## config.mk

```make
export PLATFORM = sky130hd
export DESIGN_NAME = atm_pin_entry_flat
export DESIGN_NICKNAME = d
export VERILOG_FILES = /design/src/rtl/atm_pin_entry_if.sv /design/src/rtl/atm_pin_entry.sv /design/src/flat_wrapper.sv
export SDC_FILE = /design/constraint.sdc
export NUM_CORES = 1
export LEC_CHECK = 0
export CAP_MARGIN = 30
export CORE_ASPECT_RATIO = 1.4
export CORE_MARGIN = 3
export CORE_UTILIZATION = 50
export DETAILED_ROUTE_END_ITERATION = 10
export PLACE_DENSITY_LB_ADDON = 0.08
export SLEW_MARGIN = 10
export SYNTH_ARGS = -nofsm -noshare
export SYNTH_HDL_FRONTEND = slang
export SYNTH_SLANG_ARGS = --single-unit
export TNS_END_PERCENT = 5
```

## constraint.sdc

```tcl
create_clock -name clk -period 3.6 [get_ports clk]
set_input_delay 0.72 -clock clk [delete_from_list [all_inputs] [get_ports clk]]
set_output_delay 0.72 -clock clk [all_outputs]
set_load 0.1 [all_outputs]
```

## src/rtl/atm_pin_entry_if.sv

```systemverilog
// Signal bundle between the keypad/card reader side and the PIN entry stage,
// including the status outputs consumed by the ATM controller.
interface atm_pin_entry_if;
  logic       card_inserted;
  logic       key_valid;
  logic [3:0] key_code;
  logic       pin_entered;
  logic       pin_correct;
  logic [2:0] state;
  logic [2:0] digit_count;
  logic [1:0] tries_left;
  logic       locked;
  logic       timeout;

  modport master (
    output card_inserted, key_valid, key_code,
    input  pin_entered, pin_correct, state, digit_count, tries_left, locked, timeout
  );

  modport slave (
    input  card_inserted, key_valid, key_code,
    output pin_entered, pin_correct, state, digit_count, tries_left, locked, timeout
  );
endinterface

```

## src/rtl/atm_pin_entry.sv

```systemverilog
// Keypad PIN collection, comparison against a stored BCD PIN, retry limit and lockout.
// Optional idle-entry timeout is built only when PIN_TIMEOUT_EN is defined.
//
// state     | meaning
// ----------+---------------------------------------------------------
// S_IDLE    | no card; keys ignored
// S_COLLECT | buffering digits, waiting for ENTER with a full buffer
// S_CHECK   | one-cycle compare; pin_entered pulses on the next edge
// S_DONE    | PIN accepted; held until the card is removed
// S_LOCKED  | retry limit exhausted; held until the card is removed
module atm_pin_entry #(
  parameter int                      PIN_DIGITS  = 4,
  parameter int                      MAX_TRIES   = 3,
  parameter logic [4*PIN_DIGITS-1:0] STORED_PIN  = 16'h1234,
  parameter int                      TIMEOUT_CYC = 1000
) (
  input  logic           clk,
  input  logic           reset,
  atm_pin_entry_if.slave bus
);

  localparam int         BW         = 4 * PIN_DIGITS;
  localparam logic [2:0] FULL       = 3'(PIN_DIGITS);
  localparam logic [1:0] TRIES_INIT = 2'(MAX_TRIES);

  if (PIN_DIGITS < 1 || PIN_DIGITS > 6) begin : g_bad_pin_digits
    $error("atm_pin_entry: PIN_DIGITS must be 1..6");
  end
  if (MAX_TRIES < 1 || MAX_TRIES > 3) begin : g_bad_max_tries
    $error("atm_pin_entry: MAX_TRIES must be 1..3");
  end
  if (TIMEOUT_CYC < 2) begin : g_bad_timeout
    $error("atm_pin_entry: TIMEOUT_CYC must be >= 2");
  end

  typedef enum logic [2:0] {
    S_IDLE    = 3'd0,
    S_COLLECT = 3'd1,
    S_CHECK   = 3'd2,
    S_DONE    = 3'd3,
    S_LOCKED  = 3'd4
  } state_t;

  state_t        state_q, state_d;
  logic [BW-1:0] buf_q, buf_d;
  logic [2:0]    count_q, count_d;
  logic [1:0]    tries_q, tries_d;
  logic          pe_q, pe_d;
  logic          pc_q, pc_d;
  logic          to_q, to_d;

  logic key_digit;
  logic key_clear;
  logic key_enter;
  logic pin_match;
  logic timeout_hit;

  assign key_digit = bus.key_valid && (bus.key_code <= 4'd9);
  assign key_clear = bus.key_valid && (bus.key_code == 4'hA);
  assign key_enter = bus.key_valid && (bus.key_code == 4'hB);
  assign pin_match = (buf_q == STORED_PIN);

`ifdef PIN_TIMEOUT_EN
  // Down-counter reloaded on every key and outside COLLECT; expiry at zero
  // lands exactly TIMEOUT_CYC idle cycles after the last key.
  localparam int            CW      = $clog2(TIMEOUT_CYC);
  localparam logic [CW-1:0] TC_LOAD = CW'(TIMEOUT_CYC - 1);

  logic [CW-1:0] idle_q, idle_d;

  always_comb begin
    idle_d = TC_LOAD;
    if (state_q == S_COLLECT && bus.card_inserted && !bus.key_valid && idle_q != '0)
      idle_d = idle_q - 1'b1;
  end

  always_ff @(posedge clk or negedge reset) begin
    if (!reset) idle_q <= TC_LOAD;
    else        idle_q <= idle_d;
  end

  assign timeout_hit = (state_q == S_COLLECT) && !bus.key_valid && (idle_q == '0);
`else
  assign timeout_hit = 1'b0;
`endif

  always_comb begin
    state_d = state_q;
    buf_d   = buf_q;
    count_d = count_q;
    tries_d = tries_q;
    pe_d    = 1'b0;
    pc_d    = 1'b0;
    to_d    = 1'b0;

    case (state_q)
      S_IDLE: begin
        if (bus.card_inserted) begin
          state_d = S_COLLECT;
          buf_d   = '0;
          count_d = '0;
          tries_d = TRIES_INIT;
        end
      end

      S_COLLECT: begin
        if (!bus.card_inserted) begin
          state_d = S_IDLE;
          buf_d   = '0;
          count_d = '0;
        end else if (key_digit) begin
          if (count_q < FULL) begin
            buf_d      = buf_q << 4;
            buf_d[3:0] = bus.key_code;
            count_d    = count_q + 3'd1;
          end
        end else if (key_clear) begin
          buf_d   = '0;
          count_d = '0;
        end else if (key_enter) begin
          if (count_q == FULL) state_d = S_CHECK;
        end else if (timeout_hit) begin
          buf_d   = '0;
          count_d = '0;
          to_d    = 1'b1;
        end
      end

      S_CHECK: begin
        // The result pulse is emitted even when the card leaves in this cycle.
        pe_d    = 1'b1;
        pc_d    = pin_match;
        buf_d   = '0;
        count_d = '0;
        if (!pin_match && tries_q != 2'd0) tries_d = tries_q - 2'd1;
        if (!bus.card_inserted)  state_d = S_IDLE;
        else if (pin_match)      state_d = S_DONE;
        else if (tries_q <= 2'd1) state_d = S_LOCKED;
        else                     state_d = S_COLLECT;
      end

      S_DONE: begin
        if (!bus.card_inserted) state_d = S_IDLE;
      end

      S_LOCKED: begin
        tries_d = '0;
        if (!bus.card_inserted) state_d = S_IDLE;
      end

      default: begin
        state_d = S_IDLE;
        buf_d   = '0;
        count_d = '0;
      end
    endcase
  end

  always_ff @(posedge clk or negedge reset) begin
    if (!reset) begin
      state_q <= S_IDLE;
      buf_q   <= '0;
      count_q <= '0;
      tries_q <= TRIES_INIT;
      pe_q    <= 1'b0;
      pc_q    <= 1'b0;
      to_q    <= 1'b0;
    end else begin
      state_q <= state_d;
      buf_q   <= buf_d;
      count_q <= count_d;
      tries_q <= tries_d;
      pe_q    <= pe_d;
      pc_q    <= pc_d;
      to_q    <= to_d;
    end
  end

  assign bus.state       = state_q;
  assign bus.digit_count = count_q;
  assign bus.tries_left  = tries_q;
  assign bus.pin_entered = pe_q;
  assign bus.pin_correct = pc_q;
  assign bus.locked      = (state_q == S_LOCKED);
  assign bus.timeout     = to_q;

endmodule
```

## src/flat_wrapper.sv

```systemverilog
// flat-port wrapper written by rule: the top's interface ports become plain ports
module atm_pin_entry_flat 
#(
  parameter int                      PIN_DIGITS  = 4,
  parameter int                      MAX_TRIES   = 3,
  parameter logic [4*PIN_DIGITS-1:0] STORED_PIN  = 16'h1234,
  parameter int                      TIMEOUT_CYC = 1000
)
  (clk, reset, bus_card_inserted, bus_key_valid, bus_key_code, bus_pin_entered, bus_pin_correct, bus_state, bus_digit_count, bus_tries_left, bus_locked, bus_timeout);
  atm_pin_entry_if bus_i ();
  input  logic clk;
  input  logic reset;
  input wire logic [$bits(bus_i.card_inserted)-1:0] bus_card_inserted;
  input wire logic [$bits(bus_i.key_valid)-1:0] bus_key_valid;
  input wire logic [$bits(bus_i.key_code)-1:0] bus_key_code;
  output wire logic [$bits(bus_i.pin_entered)-1:0] bus_pin_entered;
  output wire logic [$bits(bus_i.pin_correct)-1:0] bus_pin_correct;
  output wire logic [$bits(bus_i.state)-1:0] bus_state;
  output wire logic [$bits(bus_i.digit_count)-1:0] bus_digit_count;
  output wire logic [$bits(bus_i.tries_left)-1:0] bus_tries_left;
  output wire logic [$bits(bus_i.locked)-1:0] bus_locked;
  output wire logic [$bits(bus_i.timeout)-1:0] bus_timeout;
  assign bus_i.card_inserted = bus_card_inserted;
  assign bus_i.key_valid = bus_key_valid;
  assign bus_i.key_code = bus_key_code;
  assign bus_pin_entered = bus_i.pin_entered;
  assign bus_pin_correct = bus_i.pin_correct;
  assign bus_state = bus_i.state;
  assign bus_digit_count = bus_i.digit_count;
  assign bus_tries_left = bus_i.tries_left;
  assign bus_locked = bus_i.locked;
  assign bus_timeout = bus_i.timeout;
  atm_pin_entry #(.PIN_DIGITS(PIN_DIGITS), .MAX_TRIES(MAX_TRIES), .STORED_PIN(STORED_PIN), .TIMEOUT_CYC(TIMEOUT_CYC)) u_core (.clk(clk), .reset(reset), .bus(bus_i));
endmodule
```

Yosys cells after proc, flatten, opt, wreduce, memory -nomap -nowiden
Cells that the tools add are included.
{"block": "totals", "reg_bits": 26, "inputBits": 8, "out_inout_bits": 12, "word_cells": 69}
{"block": "classes", "n_addsub": 2, "magnitude_cmp": 3, "eq_ne": 17, "n_mux": 28, "bitwise_logic": 1, "n_reduce_logical": 12}
{"operator": "$mux W16", "count": 5}
{"operator": "$pmux W16 S3", "count": 1}
{"operator": "$mux W3", "count": 15}
{"operator": "$eq A16 B13 Y1 const B", "count": 1}
{"operator": "$pmux W3 S4", "count": 1}
{"operator": "$pmux W3 S3", "count": 1}
{"operator": "$eq A4 B4 Y1 const B", "count": 2}
{"operator": "$eq A3 B2 Y1 const B", "count": 2}
{"operator": "$eq A3 B3 Y1 const B", "count": 2}
{"operator": "$ne A3 B2 Y1 const B", "count": 2}
{"operator": "$ne A3 B3 Y1 const B", "count": 2}
{"operator": "$pmux W2 S3", "count": 1}
{"operator": "$reduce_and A6 Y1", "count": 1}
{"operator": "$le A4 B4 Y1 const B", "count": 1}
{"operator": "$logic_and A1 B1 Y1", "count": 4}
{"operator": "$mux W2", "count": 2}
{"operator": "$ne A2 B2 Y1 const B", "count": 2}
{"operator": "$ne A4 B2 Y1 const B", "count": 1}
{"operator": "$ne A4 B4 Y1 const B", "count": 1}
{"operator": "$reduce_and A4 Y1", "count": 1}
{"operator": "$add A3 B1 Y3 const B", "count": 1}
{"operator": "$eq A3 B1 Y1 const B", "count": 1}
{"operator": "$logic_not A3 Y1", "count": 1}
{"operator": "$lt A3 B3 Y1 const B", "count": 1}
{"operator": "10 further kinds", "count": 11}

Depth between registers and ports, before layout
{"block": "depth", "ltp_word": 7, "ltp_mapped": 6, "mapped_depth_nobuf": 6}

Least setup slack after synthesis
No wires, ideal clock.
{"block": "synth_timing", "path_kind": "register to output", "start": "reg u_core.state_q[2] (netlist: u_core.bus.state[2])", "end": "out bus_locked", "arrival_ps": 2456, "t_required_ps": 2880, "setup_slack_ps": 424, "stages_incl_launch_ff": 3, "n_path_buf": 0, "path_cell_list": "dfrtp_1 -> nand2b_1 -> nor2_1"}
{"block": "synth_between", "elab_chain_cells": 1}
{"item": "from (decl)", "line_no": "atm_pin_entry.sv:44", "text": "state_t state_q, state_d;"}
{"item": "from (signal assigned)", "line_no": "atm_pin_entry.sv:169", "text": "state_q <= state_d;"}
{"item": "$eq A3 B3 Y1", "line_no": "atm_pin_entry.sv:184", "text": "assign bus.locked = (state_q == S_LOCKED);"}
{"item": "to (decl)", "line_no": "flat_wrapper.sv:21", "text": "output wire logic [$bits(bus_i.locked)-1:0] bus_locked;"}
Every way passes these cells.

Worst setup path after layout
{"block": "layout_timing", "start": "reg u_core.tries_q[0] (netlist: u_core.bus.tries_left[0])", "end": "out bus_tries_left[0]"}
{"item": "from (decl)", "line_no": "atm_pin_entry.sv:47", "text": "logic [1:0] tries_q, tries_d;"}
{"item": "from (signal assigned)", "line_no": "atm_pin_entry.sv:172", "text": "tries_q <= tries_d;"}
{"item": "to (decl)", "line_no": "flat_wrapper.sv:20", "text": "output wire logic [$bits(bus_i.tries_left)-1:0] bus_tries_left;"}
No word-level cell between the ends.

==> flow_summary.rst <==
.. list-table::
   :header-rows: 1

   * - Metric
     - Value
   * - Run status
     - completed
   * - Launch instance of the worst register-to-register path
     - u_core.bus.state[0]
   * - Number of nets with antenna violations after routing
     - 0
   * - Critical R2R Capture
     - u_core.bus.digit_count[0]
   * - Total power after layout
     - 0.579 mW
   * - Area inside the core boundary
     - 0.00228 sq mm
   * - Depth of the worst register-to-register path
     - 4
   * - Critical Path, Cell by Cell
     - clkdlybuf4s50_1
   * - Diodes inserted
     - 0
   * - Post-synthesis instance area
     - 0.00124 sq mm
   * - Total DRC errors in the routed layout
     - 0
   * - Post-detailed-placement half-perimeter wirelength
     - 1680 um
   * - Delay of the slowest cell on the worst path
     - 1.13 ns
   * - Worst voltage drop across the vdd grid
     - 0.388 mV
   * - Data arrival time of the critical path
     - 2.01 ns
   * - Number of distinct library cells after synthesis
     - 39
   * - Clock slew at reported path FFs
     - 0.14 ns
   * - Setup slack after layout
     - 0.868 ns
   * - Routed wire per std cell
     - 15.0 um
   * - Via Count
     - 884
   * - Primary flip-flop cell chosen by synthesis mapping
     - dfrtp_1
   * - Worst hold path stage count
     - 1
   * - Fillcell total
     - 172
   * - Die area
     - 0.00313 sq mm
   * - Number of post-CTS setup repair buffers
     - 0
   * - Startpoint of the most critical hold path
     - u_core.buf_q[15]
   * - Summed area of non-filler cells in the final layout
     - 0.00148 sq mm
   * - Maximum number of pins on one net before global-route repair
     - 27
   * - Mean Syn Cell Area
     - 12.3 sq um
   * - Place WS
     - 1.23 ns
   * - Height of the die
     - 65.0 um
   * - Fraction of post-synthesis cell area in the top cell type by area
     - 48.2%
   * - Wire length on met1
     - 1000 um
   * - Cell type contributing the most total cell area after synthesis
     - dfrtp_1
   * - Crit path kind
     - reg -> out
   * - Hold crit path type
     - reg -> reg
   * - Layout overhead on the synthesized area
     - 19.0%
   * - Power Dens Cells
     - 391 mW/mm^2
   * - Ys Warns
     - 0
   * - TritonCTS clock tree
     - built
   * - Number of search-and-repair iterations in the first detailed-routing pass
     - 4
   * - Number of synthesized flops with an enable pin
     - 0
   * - Hold Violations, Final
     - 0
   * - Vias per cell
     - 5.78
   * - Initial DRC count
     - 42
   * - Sequential cell area fraction in the yosys report
     - 52.5%
   * - Register bit total from synthesis
     - 26
   * - Worst relative slew slack
     - 34.4%
   * - H-tree lvl count
     - 1
   * - Area of the multi-input gates
     - 532 sq um
   * - Number of failing setup endpoints in the final timing report
     - 0
   * - IO Count
     - 20
   * - Sequential cell area
     - 653 sq um
   * - Remaining global-route overflow
     - 0
   * - Number of buffer and inverter instances along the worst setup path
     - 1
   * - Stages on worst setup path
     - 1
   * - Count of final max-slew check failures
     - 0
   * - Share of flip-flops with an asynchronous set or reset after synthesis
     - 100%
   * - CTS Buffer Depth
     - 2
   * - Max-Cap Viols
     - 0
   * - Uppermost metal layer occupied by signal nets
     - met4
   * - Layout Nets
     - 133
   * - Number of global-route vias before repair
     - 878
   * - FMAX
     - 366 MHz
   * - Number of sinks on the clock net
     - 26
   * - Element type at the critical path end
     - output pin
   * - Post-layout minimum cycle time
     - 2.73 ns
   * - Standard-cell rows
     - 20
   * - Largest cells by area after synthesis
     - dfrtp_1 48%, a22o_1 12%, dfstp_2 4.2%, ha_1 4.0%, nor4b_1 2.1%
   * - Crit path launch type
     - register
   * - Destination of the critical timing path
     - bus_tries_left[0]
   * - Worst Tran Pin Value
     - 0.981 ns
   * - Area after DPL
     - 0.00143 sq mm
   * - Crit-path leading delay family
     - buffers and inverters
   * - Worst Path Max Fanout
     - 3
   * - # hold bufs at CTS
     - 0
   * - Most frequent cells after synthesis
     - 24 x dfrtp_1, 17 x a22o_1, 6 x inv_1
   * - Number of antenna violations at the first check in global routing
     - 0
   * - Sum Neg Setup Slack
     - 0 ns
   * - Number of port buffers
     - 18
   * - Quantity of gates resized following cts
     - 0
   * - Critical path data required time
     - 2.88 ns
   * - Clock tree root driver cell
     - clkbuf_4
   * - Final worst path period share
     - 75.9%
   * - Launching instance or port of the critical path
     - u_core.bus.tries_left[0]
   * - Slowest stage cell on the critical path
     - clkdlybuf4s50_1
   * - Global-route wire length before repair
     - 3960 um
   * - Routability-driven placement congestion ratio
     - 0.829
   * - Chip Width
     - 48.2 um
   * - Metal2 WL
     - 1180 um
   * - Leading cell type by number of instances after synthesis
     - dfrtp_1
   * - WL final
     - 2290 um
   * - Worst Clk Skew
     - 0.00341 ns
   * - Share of cells above drive strength 1
     - 15.0%
   * - Minimum setup slack among reg-to-reg paths
     - 1.91 ns
   * - Met3 Wirelength
     - 81 um
   * - Cts bufs inserted
     - 3
   * - Effective utilization at floorplan
     - 54.7%
   * - Post-synthesis instance total
     - 101
   * - All-Layer GR Usage
     - 17.1%
   * - Total leakage power
     - 0.658 nW
   * - Clock Latency Late Sink
     - 0.32 ns
   * - Net count of the mapped netlist
     - 113
   * - RSZ-0062 raised after global routing
     - false
worst min-delay path by stage:
stage	end	slack, ns
2_1_floorplan	u_core.buf_q[0]	0.42
3_3_place_gp	u_core.buf_q[12]	0.49
3_5_place_dp	u_core.buf_q[15]	0.49
4_1_cts	u_core.buf_q[15]	0.52
5_1_grt	u_core.buf_q[12]	0.54
6_report	u_core.buf_q[15]	0.52
final cells by class:
cell class,count,area share (%)
sequential,26,44.1
tap,33,2.79
timing repair buffer,19,12.2
multi-input combinational,65,35.9
inverter,6,1.52
clock inverter,1,2.03
clock buffer,3,1.52
layout by cell type (no fill, tap or decap), types with 2 or more instances in the layout:
cell type / n
clkdlybuf4s50_1: 15
and2b_1: 2
dfrtp_1: 24
nor3_1: 3
nand2_1: 2
clkbuf_4: 3
nand2b_1: 4
ha_1: 4
nor2_1: 4
nor4b_1: 3
dfstp_2: 2
inv_1: 6
buf_4: 4
a22o_1: 17
kinds of logic (layout without fill, tap and decap cells):
kind of cell / after synthesis / count (layout) / share of synthesized area (%)
muxes: 1 / 1 / 0.904
DFF: 26 / 26 / 52.5
buffers and inverters: 10 / 29 / 4.82
other: 1 / 1 / 0.301
AOI/OAI and AO/OA: 30 / 30 / 21.9
adders and majority gates: 4 / 4 / 4.02
and+or+nand+nor: 29 / 29 / 15.6
worst register-to-register path, stage by stage, from the launching register on:
cell	delay [ns]
dfrtp_1	0.58
and2b_1	0.24
o211ai_2	0.15
o21ai_4	0.43
mux2_2	0.24
layer usage:
| layer | vias to the layer above | global-route usage, % |
|---|---|---|
| li1 | 419 | - |
| met1 | 436 | 24.0 |
| met2 | 27 | 26.6 |
| met3 | 2 | 2.50 |
| met4 | 0 | 4.71 |
| met5 | - | 0 |
registers in the layout (all words and copies together) (netlist names):
| register | cells |
|---|---|
| u_core.buf_q | 16 |
| u_core.bus.digit_count | 3 |
| u_core.bus.state | 3 |
| u_core.bus.tries_left | 2 |
| u_core.bus.pin_correct | 1 |
| u_core.bus.pin_entered | 1 |
where the power goes:
part	internal (mW)	leakage, nW	total (mW)	switching (mW)
registers	0.298	0.353	0.304	0.00611
logic	0.0235	0.277	0.0769	0.0533
clock network	0.113	0.0279	0.198	0.0856
per-stage QoR:
step                hold slack, ns  cells  util, %
floorplan                    0.424    101        -
global placement             0.488    149     62.7
detailed placement           0.492    149     62.7
CTS                          0.524    153     65.1
global route                 0.536    153     65.1
finish                       0.524    153     65.1
Power figures use the tool's default switching activity.
